### src/rtl/mrf_rx_decoder.sv
`timescale 1ns/1ps
// MRF receive decoder: K28.5 comma alignment, lock qualification, event code and
// distributed-bus extraction, plus leaky link-error accounting on the GTP rx stream.
module mrf_rx_decoder #(
  parameter logic [7:0] COMMA         = 8'hBC,
  parameter int         SYNC_COMMAS   = 4,
  parameter int         COMMA_TIMEOUT = 1024,
  parameter int         ERR_THRESH    = 4,
  parameter int         LEAK_PERIOD   = 256
) (
  input  logic        aclk,
  input  logic        aresetn,
  input  logic        rx_ready,
  input  logic [15:0] rx_data,
  input  logic [1:0]  rx_is_k,
  output logic        link_up,
  output logic        swapped,
  output logic        event_valid,
  output logic [7:0]  event_code,
  output logic [7:0]  dbus,
  output logic [15:0] err_total
);

  localparam int SYNC_W = $clog2(SYNC_COMMAS + 1);
  localparam int TO_W   = $clog2(COMMA_TIMEOUT + 1);
  localparam int LVL_W  = $clog2(ERR_THRESH + 1);
  localparam int LEAK_W = $clog2(LEAK_PERIOD + 1);

  localparam logic [SYNC_W-1:0] SYNC_ZERO = {SYNC_W{1'b0}};
  localparam logic [SYNC_W-1:0] SYNC_ONE  = SYNC_W'(1);
  localparam logic [SYNC_W-1:0] SYNC_LAST = SYNC_W'(SYNC_COMMAS - 1);
  localparam logic [TO_W-1:0]   TO_ZERO   = {TO_W{1'b0}};
  localparam logic [TO_W-1:0]   TO_ONE    = TO_W'(1);
  localparam logic [TO_W-1:0]   TO_LAST   = TO_W'(COMMA_TIMEOUT - 1);
  localparam logic [LVL_W-1:0]  LVL_ZERO  = {LVL_W{1'b0}};
  localparam logic [LVL_W-1:0]  LVL_ONE   = LVL_W'(1);
  localparam logic [LVL_W-1:0]  LVL_LAST  = LVL_W'(ERR_THRESH - 1);
  localparam logic [LEAK_W-1:0] LEAK_ZERO = {LEAK_W{1'b0}};
  localparam logic [LEAK_W-1:0] LEAK_ONE  = LEAK_W'(1);
  localparam logic [LEAK_W-1:0] LEAK_LAST = LEAK_W'(LEAK_PERIOD - 1);

  typedef enum logic [1:0] {
    ST_LOS    = 2'd0,
    ST_HUNT   = 2'd1,
    ST_SYNC   = 2'd2,
    ST_LOCKED = 2'd3
  } state_t;

  function automatic logic [15:0] sat_inc16(input logic [15:0] value);
    if (value != 16'hFFFF) begin
      sat_inc16 = value + 16'd1;
    end else begin
      sat_inc16 = value;
    end
  endfunction

  state_t            state_r;
  logic              swapped_r;
  logic              link_up_r;
  logic              event_valid_r;
  logic [7:0]        event_code_r;
  logic [7:0]        dbus_r;
  logic [15:0]       err_total_r;
  logic [SYNC_W-1:0] sync_cnt_r;
  logic [TO_W-1:0]   to_cnt_r;
  logic [LVL_W-1:0]  err_lvl_r;
  logic [LEAK_W-1:0] leak_cnt_r;
  logic [7:0]        prev_hi_r;
  logic              prev_k_hi_r;
  logic [15:0]       al_data_r;
  logic [1:0]        al_k_r;

  logic              raw_c0_s;
  logic              raw_c1_s;
  logic              swap_sel_s;
  logic [15:0]       al_data_s;
  logic [1:0]        al_k_s;
  logic              comma_ok_s;
  logic              err_word_s;
  logic              to_expired_s;
  logic              lock_lost_s;
  logic              ev_hit_s;

  // Alignment mux; while hunting the swap decision is applied to the detecting word itself
  always_comb begin
    raw_c0_s = rx_is_k[0] && (rx_data[7:0] == COMMA);
    raw_c1_s = rx_is_k[1] && (rx_data[15:8] == COMMA);
    if ((state_r == ST_HUNT) && raw_c0_s) begin
      swap_sel_s = 1'b0;
    end else if ((state_r == ST_HUNT) && raw_c1_s) begin
      swap_sel_s = 1'b1;
    end else begin
      swap_sel_s = swapped_r;
    end
    if (swap_sel_s) begin
      al_data_s = {rx_data[7:0], prev_hi_r};
      al_k_s    = {rx_is_k[0], prev_k_hi_r};
    end else begin
      al_data_s = rx_data;
      al_k_s    = rx_is_k;
    end
  end

  // Classification of the registered aligned word
  always_comb begin
    comma_ok_s   = al_k_r[0] && (al_data_r[7:0] == COMMA);
    err_word_s   = (al_k_r[0] && !comma_ok_s) || al_k_r[1];
    to_expired_s = !comma_ok_s && (to_cnt_r == TO_LAST);
    lock_lost_s  = (err_word_s && (err_lvl_r == LVL_LAST)) || to_expired_s;
    ev_hit_s     = !al_k_r[0] && (al_data_r[7:0] != 8'h00);
  end

  // Alignment register and previous high byte history
  always_ff @(posedge aclk or negedge aresetn) begin
    if (!aresetn) begin
      prev_hi_r   <= 8'h00;
      prev_k_hi_r <= 1'b0;
      al_data_r   <= 16'h0000;
      al_k_r      <= 2'b00;
    end else begin
      prev_hi_r   <= rx_data[15:8];
      prev_k_hi_r <= rx_is_k[1];
      al_data_r   <= al_data_s;
      al_k_r      <= al_k_s;
    end
  end

  // Link state machine with registered outputs and error accounting
  always_ff @(posedge aclk or negedge aresetn) begin
    if (!aresetn) begin
      state_r       <= ST_LOS;
      swapped_r     <= 1'b0;
      link_up_r     <= 1'b0;
      event_valid_r <= 1'b0;
      event_code_r  <= 8'h00;
      dbus_r        <= 8'h00;
      err_total_r   <= 16'h0000;
      sync_cnt_r    <= SYNC_ZERO;
      to_cnt_r      <= TO_ZERO;
      err_lvl_r     <= LVL_ZERO;
      leak_cnt_r    <= LEAK_ZERO;
    end else if (!rx_ready) begin
      state_r       <= ST_LOS;
      swapped_r     <= 1'b0;
      link_up_r     <= 1'b0;
      event_valid_r <= 1'b0;
      sync_cnt_r    <= SYNC_ZERO;
      to_cnt_r      <= TO_ZERO;
      err_lvl_r     <= LVL_ZERO;
      leak_cnt_r    <= LEAK_ZERO;
    end else begin
      event_valid_r <= 1'b0;
      case (state_r)
        ST_LOS: begin
          state_r   <= ST_HUNT;
          link_up_r <= 1'b0;
          to_cnt_r  <= TO_ZERO;
        end
        ST_HUNT: begin
          link_up_r <= 1'b0;
          if (raw_c0_s) begin
            swapped_r  <= 1'b0;
            state_r    <= ST_SYNC;
            sync_cnt_r <= SYNC_ZERO;
            to_cnt_r   <= TO_ZERO;
          end else if (raw_c1_s) begin
            swapped_r  <= 1'b1;
            state_r    <= ST_SYNC;
            sync_cnt_r <= SYNC_ZERO;
            to_cnt_r   <= TO_ZERO;
          end else begin
            state_r <= ST_HUNT;
          end
        end
        ST_SYNC: begin
          if (err_word_s) begin
            err_total_r <= sat_inc16(err_total_r);
            state_r     <= ST_HUNT;
            sync_cnt_r  <= SYNC_ZERO;
            to_cnt_r    <= TO_ZERO;
          end else if (comma_ok_s) begin
            to_cnt_r <= TO_ZERO;
            if (sync_cnt_r == SYNC_LAST) begin
              state_r    <= ST_LOCKED;
              link_up_r  <= 1'b1;
              sync_cnt_r <= SYNC_ZERO;
              err_lvl_r  <= LVL_ZERO;
              leak_cnt_r <= LEAK_ZERO;
            end else begin
              sync_cnt_r <= sync_cnt_r + SYNC_ONE;
            end
          end else if (to_cnt_r == TO_LAST) begin
            state_r    <= ST_HUNT;
            sync_cnt_r <= SYNC_ZERO;
            to_cnt_r   <= TO_ZERO;
          end else begin
            to_cnt_r <= to_cnt_r + TO_ONE;
          end
        end
        ST_LOCKED: begin
          if (ev_hit_s) begin
            event_valid_r <= 1'b1;
            event_code_r  <= al_data_r[7:0];
          end else begin
            event_code_r <= event_code_r;
          end
          if (!al_k_r[1]) begin
            dbus_r <= al_data_r[15:8];
          end else begin
            dbus_r <= dbus_r;
          end
          if (err_word_s) begin
            err_total_r <= sat_inc16(err_total_r);
          end else begin
            err_total_r <= err_total_r;
          end
          if (lock_lost_s) begin
            state_r    <= ST_HUNT;
            link_up_r  <= 1'b0;
            err_lvl_r  <= LVL_ZERO;
            leak_cnt_r <= LEAK_ZERO;
            to_cnt_r   <= TO_ZERO;
          end else begin
            to_cnt_r <= comma_ok_s ? TO_ZERO : (to_cnt_r + TO_ONE);
            // An error word always restarts the leak window, so it wins over a decrement
            if (err_word_s) begin
              err_lvl_r  <= err_lvl_r + LVL_ONE;
              leak_cnt_r <= LEAK_ZERO;
            end else if (leak_cnt_r == LEAK_LAST) begin
              leak_cnt_r <= LEAK_ZERO;
              if (err_lvl_r != LVL_ZERO) begin
                err_lvl_r <= err_lvl_r - LVL_ONE;
              end else begin
                err_lvl_r <= err_lvl_r;
              end
            end else begin
              leak_cnt_r <= leak_cnt_r + LEAK_ONE;
            end
          end
        end
        default: begin
          state_r   <= ST_LOS;
          link_up_r <= 1'b0;
        end
      endcase
    end
  end

  assign link_up     = link_up_r;
  assign swapped     = swapped_r;
  assign event_valid = event_valid_r;
  assign event_code  = event_code_r;
  assign dbus        = dbus_r;
  assign err_total   = err_total_r;

endmodule

### config.mk
export PLATFORM = sky130hd
export DESIGN_NAME = mrf_rx_decoder
export DESIGN_NICKNAME = d
export VERILOG_FILES = /design/src/rtl/mrf_rx_decoder.sv
export SDC_FILE = /design/constraint.sdc
export NUM_CORES = 1
export LEC_CHECK = 0
export CAP_MARGIN = 0
export CORE_ASPECT_RATIO = 1.1
export CORE_UTILIZATION = 50
export DETAILED_ROUTE_END_ITERATION = 16
export GPL_ROUTABILITY_DRIVEN = 0
export HOLD_SLACK_MARGIN = 0.1
export PLACE_DENSITY = 0.74
export SETUP_SLACK_MARGIN = 0.5
export SYNTH_ARGS = -nofsm -noshare
export SYNTH_HDL_FRONTEND = slang
export SYNTH_SLANG_ARGS = --single-unit
export TNS_END_PERCENT = 5
### constraint.sdc
create_clock -name aclk -period 1.99 [get_ports aclk]
set_input_delay 0.199 -clock aclk [delete_from_list [all_inputs] [get_ports aclk]]
set_output_delay 0.199 -clock aclk [all_outputs]
set_load 0.005 [all_outputs]
### After elaboration in Yosys (flattened, before gate mapping)

Index checks and enable logic that the tools add are counted.

* $add $sub $neg: 6
* equality and inequality tests: 24
* mux-type cells: 60
* bitwise operators: 1
* reductions and logical operators: 27

Operators with widths (number)
* 11-bit 2-to-1 mux: 8
* 9-bit 2-to-1 mux: 7
* 3-bit 2-to-1 mux: 15
* 11-bit case mux with 4 select lines: 1
* 8-bit == test (second input constant): 3
* 5-bit inequality test (second input constant): 4
* 2-bit 2-to-1 mux: 9
* 9-bit case mux with 2 select lines: 1
* 16-bit by 1-bit adder with 16-bit output (second input constant): 1
* 16-bit 2-to-1 mux: 1
* 16-bit inequality test (second input constant): 1
* 1-bit 2-to-1 mux: 14
* 3-bit inequality test (second input constant): 4
* 3-bit case mux with 2 select lines: 2
* 3-bit AND reduction: 4
* 4-bit AND reduction: 3
* 11-bit by 1-bit adder with 11-bit output (second input constant): 1
* 11-bit by 10-bit == test with 1-bit output (second input constant): 1
* 9-bit by 1-bit adder with 9-bit output (second input constant): 1
* 9-bit by 8-bit == test with 1-bit output (second input constant): 1
* 1-bit logical AND: 9
* 3-bit by 1-bit inequality test with 1-bit output (second input constant): 3
* 2-bit case mux with 4 select lines: 1
* 8-bit nonzero test: 1
* 16 further kinds: 22

* register bits: 90
* bits of input ports: 21
* output and inout bits: 35
* word-level logic and storage cells: 133

### Longest topological paths before layout

* depth in word-level cells: 10
* gate-level depth with buffers: 8
* depth with buffers taken out: 7

### Worst setup path before layout

No wires, ideal clock.

* path kind: reg2reg
* start: reg al_data_r[7]
* end: reg err_lvl_r[2]
* library setup time: 91 ps
* arrival time: 2022 ps
* data required time: 1899 ps
* path slack: -122 ps
* stages on the path, launching flop included: 8
* path buffers: 0
* period minus slack after synthesis: 2112 ps
* cell sequence: dfrtp_1 and4_1 a21boi_2 nor2_1 fa_1 or3_1 a21o_1 o221ai_1

* word-level cells in the longest chain between the ends: 10
* elaborated cells between the ends (all ways): 17
* those cells by class: eq/ne (5); mux (4); reduce/logical (8)

Ends and longest elaborated chain
* start, declared: RTL line 70 `logic [15:0] al_data_r;`
* start signal, assigned: RTL line 123 `al_data_r <= al_data_s;`
* 8-bit == test (*): RTL line 106 `comma_ok_s = al_k_r[0] && (al_data_r[7:0] == COMMA);`
* 1-bit logical AND (*): RTL line 106
* 1-bit zero test: RTL line 107, 108
* 1-bit logical AND: RTL line 107 `err_word_s = (al_k_r[0] && !comma_ok_s) || al_k_r[1];`
* 1-bit logical OR: RTL line 107
* 1-bit logical AND: RTL line 109 `lock_lost_s = (err_word_s && (err_lvl_r == LVL_LAST)) || to_expired_s;`
* 1-bit logical OR: RTL line 109
* 3-bit 2-to-1 mux: RTL line 217 `if (lock_lost_s) begin`
* 3-bit case mux with 2 select lines: RTL line 153 `case (state_r)`
* 3-bit 2-to-1 mux: RTL line 142 `end else if (!rx_ready) begin`
* end signal, assigned: RTL line 227 `err_lvl_r <= err_lvl_r + LVL_ONE;`
* end signal, assigned: RTL line 232 `err_lvl_r <= err_lvl_r - LVL_ONE;`
* end signal, assigned: RTL line 234 `err_lvl_r <= err_lvl_r;`
* end, declared: RTL line 66 `logic [LVL_W-1:0] err_lvl_r;`

Mark *: on every way between the ends. The rest lies on a longest branch, timed or not.
A chain may end at the register's enable or synchronous reset.

### Final worst setup path

* start: reg al_data_r[5]
* end: reg err_lvl_r[2]

The elaborated chain is that of the path after synthesis.

==> flow_metrics.tcl <==
set metrics [dict create \
    outcome "completed" \
    die_width_um 90.1 \
    drive_gt1_share_pct 33.5 \
    grt_pass1_vias 3608 \
    cts_buffers 9 \
    worstPathMaxFanout 5 \
    synthFlopType "dfrtp_1" \
    worstSetupPathType "reg2reg" \
    cpPeakStageDelay_ns 0.42 \
    p_int_w 0.00250 \
    clk_pin_slew_ns 0.11 \
    crit_path_start "al_data_r[5]$_DFF_PN0_" \
    nFillCells 553 \
    synth-compound-area-share_pct 11.0 \
    reg2reg_depth 7 \
    ir_drop_uv 496 \
    hold_viol_final 0 \
    antenna_found_initial 0 \
    end_kind "flop" \
    synth_area_per_cell_um2 11.1 \
    grt_pass1_wl_um 17700 \
    vias_per_cell 5.67 \
    clockBufferDepth 2 \
    first_pass_iters 4 \
    worst_slew_pin_slew_ns 0.445 \
    area.growth.synth_to_final_pct 42.0 \
    clock.fmax_mhz 509 \
    cp-start-kind "flop" \
    clock_sinks 90 \
    std_cell_rows 34 \
    crit_end "err_lvl_r[2]$_DFFE_PN0P_" \
    synth_top_family_by_area "simple AND/OR/NAND/NOR gates" \
    p_leak_nw 2.92 \
    synth_cell_types 65 \
    ctsRootBufferMaster "clkbuf_8" \
    clockPowerShare_pct 37.2 \
    yosys-top-cells-area "dfrtp_1 53%, mux2_2 7.4%, nand2_1 4.0%" \
    cp.required_ns 2.29 \
    synth_mux_area_share_pct 8.59 \
    maxCapViolations 0 \
    vias 3556 \
    fin_crit_sh_pct 98.8 \
    synth-simple-area-share_pct 19.8 \
    nets 543 \
    pwr-share-seq_pct 54.8 \
    relSlewSlack_pct 70.2 \
    pre_cts_ws_ns -0.208 \
    fin_util_pct 74.9 \
    grt_use_total_pct 25.4 \
    grt_start_max_net_pins 36 \
    hold_path_class "in2async" \
    layout_common_cells "89 x dfrtp_1, 66 x buf_4, 44 x nand2_1" \
    wirelength_um 10700 \
    start_util_pct 52.8 \
    synth_warnings 0 \
    synthCells 383 \
    cts_tree "done" \
    clkLatencyLatePin_ns 0.38 \
    drt.antenna.violating_nets 0 \
    pin_count 56 \
    syn-num-nets 412 \
    combPwrFrac_pct 8.0 \
    grt-ovfl-total 0 \
    io_buffers 55 \
    yosysSeqAreaShare_pct 52.8 \
    syn_area_um2 4270 \
    yosysTopAreaCell "dfrtp_1" \
    drc 0 \
    grt_setup_unrepaired "true" \
    synth_top_area_share_pct 52.8 \
    hpwlAfterDp_um 7380 \
    p_switching_w 0.000924 \
    p_sw_share_pct 27.0 \
    worst_ep_arrival_time_ns 2.26 \
    n_antenna_cell 0 \
    synth_async_sr_flop_share_pct 100 \
    ys_seq_elements 90 \
    reg2reg_from "al_data_r[5]$_DFF_PN0_" \
    synth-edff-count 0 \
    setup_violations 0 \
    rr_endpoint "err_lvl_r[2]$_DFFE_PN0P_" \
    whs_ns 0.267 \
    cp_slowest_cell "dfrtp_1" \
    synth_xor_xnor_area_share_pct 3.08 \
    die_area_um2 8900 \
    die_h_um 98.9 \
    cp_cell_sequence "and4_4 -> a21boi_4 -> nor2_1 -> fa_2 -> or3_4 -> a21o_1 -> o221ai_2" \
    drv_slew 0 \
    cts_max_level 3 \
    core_um2 8080 \
    layout_commonest_cell "dfrtp_1" \
    min_period_ns 1.97 \
    p_per_area_nw_per_um2 565 \
    drt_iter0_markers 102 \
    wl_per_cell_um 17.1 \
    final.setup.worst_slack_ns 0.0241 \
    reg2reg_slack_ns 0.02 \
    skew_ns 0.0146 \
    synthAdderAreaFrac_pct 2.52 \
]
logic make-up after synthesis:
kind of cell	Yosys count
fa+ha+maj	8
buf+inv	25
xor+xnor	15
mux	33
compound gates	62
flops	90
simple gates	150
power by group through the flow:
| stage | Clock (W) | Sequential [W] | Combinational (W) |
|---|---|---|---|
| 5_1_grt | 0.00137 | 0.00188 | 0.000298 |
| 2_1_floorplan | 0 | 0.00191 | 0.0000797 |
| 3_3_place_gp | 0 | 0.00191 | 0.000246 |
| 6_report | 0.00127 | 0.00188 | 0.000273 |
| 4_1_cts | 0.00129 | 0.00188 | 0.000259 |
| 3_5_place_dp | 0 | 0.00191 | 0.000251 |
worst min path at each step:
stage / end / depth (start not counted) / startpoint / slack [ns]
4_1_cts: al_data_r[2]$_DFF_PN0_ / 2 / aresetn / 0.27
6_report: event_valid$_DFF_PN0_ / 2 / aresetn / 0.27
5_1_grt: al_data_r[2]$_DFF_PN0_ / 2 / aresetn / 0.28
2_1_floorplan: al_data_r[0]$_DFF_PN0_ / 0 / aresetn / -0.1
3_3_place_gp: to_cnt_r[5]$_DFFE_PN0N_ / 1 / aresetn / 0.14
3_5_place_dp: event_valid$_DFF_PN0_ / 1 / aresetn / 0.14
what timing repair did:
| action | in CTS | in global routing |
|---|---|---|
| hold endpoints to repair | 72 | 0 |
| setup endpoints to repair | 89 | 85 |
| resized for setup | 47 | 44 |
| setup buffers | 4 | 4 |
| pin swaps | 14 | 9 |
| hold buffers | 1 | 0 |
area by class of cell:
cell class                      instances  area [um2]  share of cell area [%]
Clock inverter                          7        81.3                    1.34
Inverter                               18        67.6                    1.12
Tap cell                              108         135                    2.23
Timing Repair Buffer                  127        1130                    18.7
Clock buffer                            9         124                    2.05
Multi-Input combinational cell        268        2260                    37.3
Sequential cell                        90        2250                    37.2
through the flow:
stage               TNS [ns]  cells  power, W  area (um2)
floorplan                  0    383   0.00199        4330
global placement       -2.97    602   0.00216        5470
detailed placement     -4.69    602   0.00216        5470
CTS                 -0.00247    623   0.00342        5850
global route          -0.688    627   0.00355        6060
finish                     0    627   0.00342        6060
state kept, by name, summed over array words and instances (netlist names), 2 cells and up:
signal / flops
leak_cnt_r: 9
event_code: 8
al_data_r: 16
err_total: 16
state_r: 2
sync_cnt_r: 3
prev_hi_r: 8
err_lvl_r: 3
dbus: 8
al_k_r: 2
to_cnt_r: 11
per-layer routing:
| metal | up-vias | routed length (um) | part of all wire [%] | global-route usage (%) |
|---|---|---|---|---|
| met5 | - | 0 | 0 | 0 |
| met4 | 0 | 182 | 1.7 | 9.18 |
| met3 | 16 | 382 | 3.6 | 5.71 |
| met2 | 87 | 5420 | 51 | 42.0 |
| met1 | 1785 | 4740 | 44 | 32.9 |
| li1 | 1668 | - | - | - |
synth_stat cells, types with 6 or more instances:
cell type / n
a21oi_1: 8
dfrtp_1: 90
ha_1: 7
inv_1: 18
mux2_2: 28
nand2_1: 45
nand3_1: 17
nand4_1: 9
nor2_1: 14
nor3_1: 14
nor4_1: 6
o21ai_0: 12
xnor2_1: 6
xor2_1: 9
worst max-delay path, delay by kind of cell, from the launching register on:
kind / cells / cell delay [ns]
AND/OR/NAND/NOR: 3 / 0.62
adder cells (fa/ha/maj): 1 / 0.34
flip-flops: 1 / 0.42
AO/OA/AOI/OAI: 3 / 0.50
No activity file was read; power rests on OpenSTA's default activity.
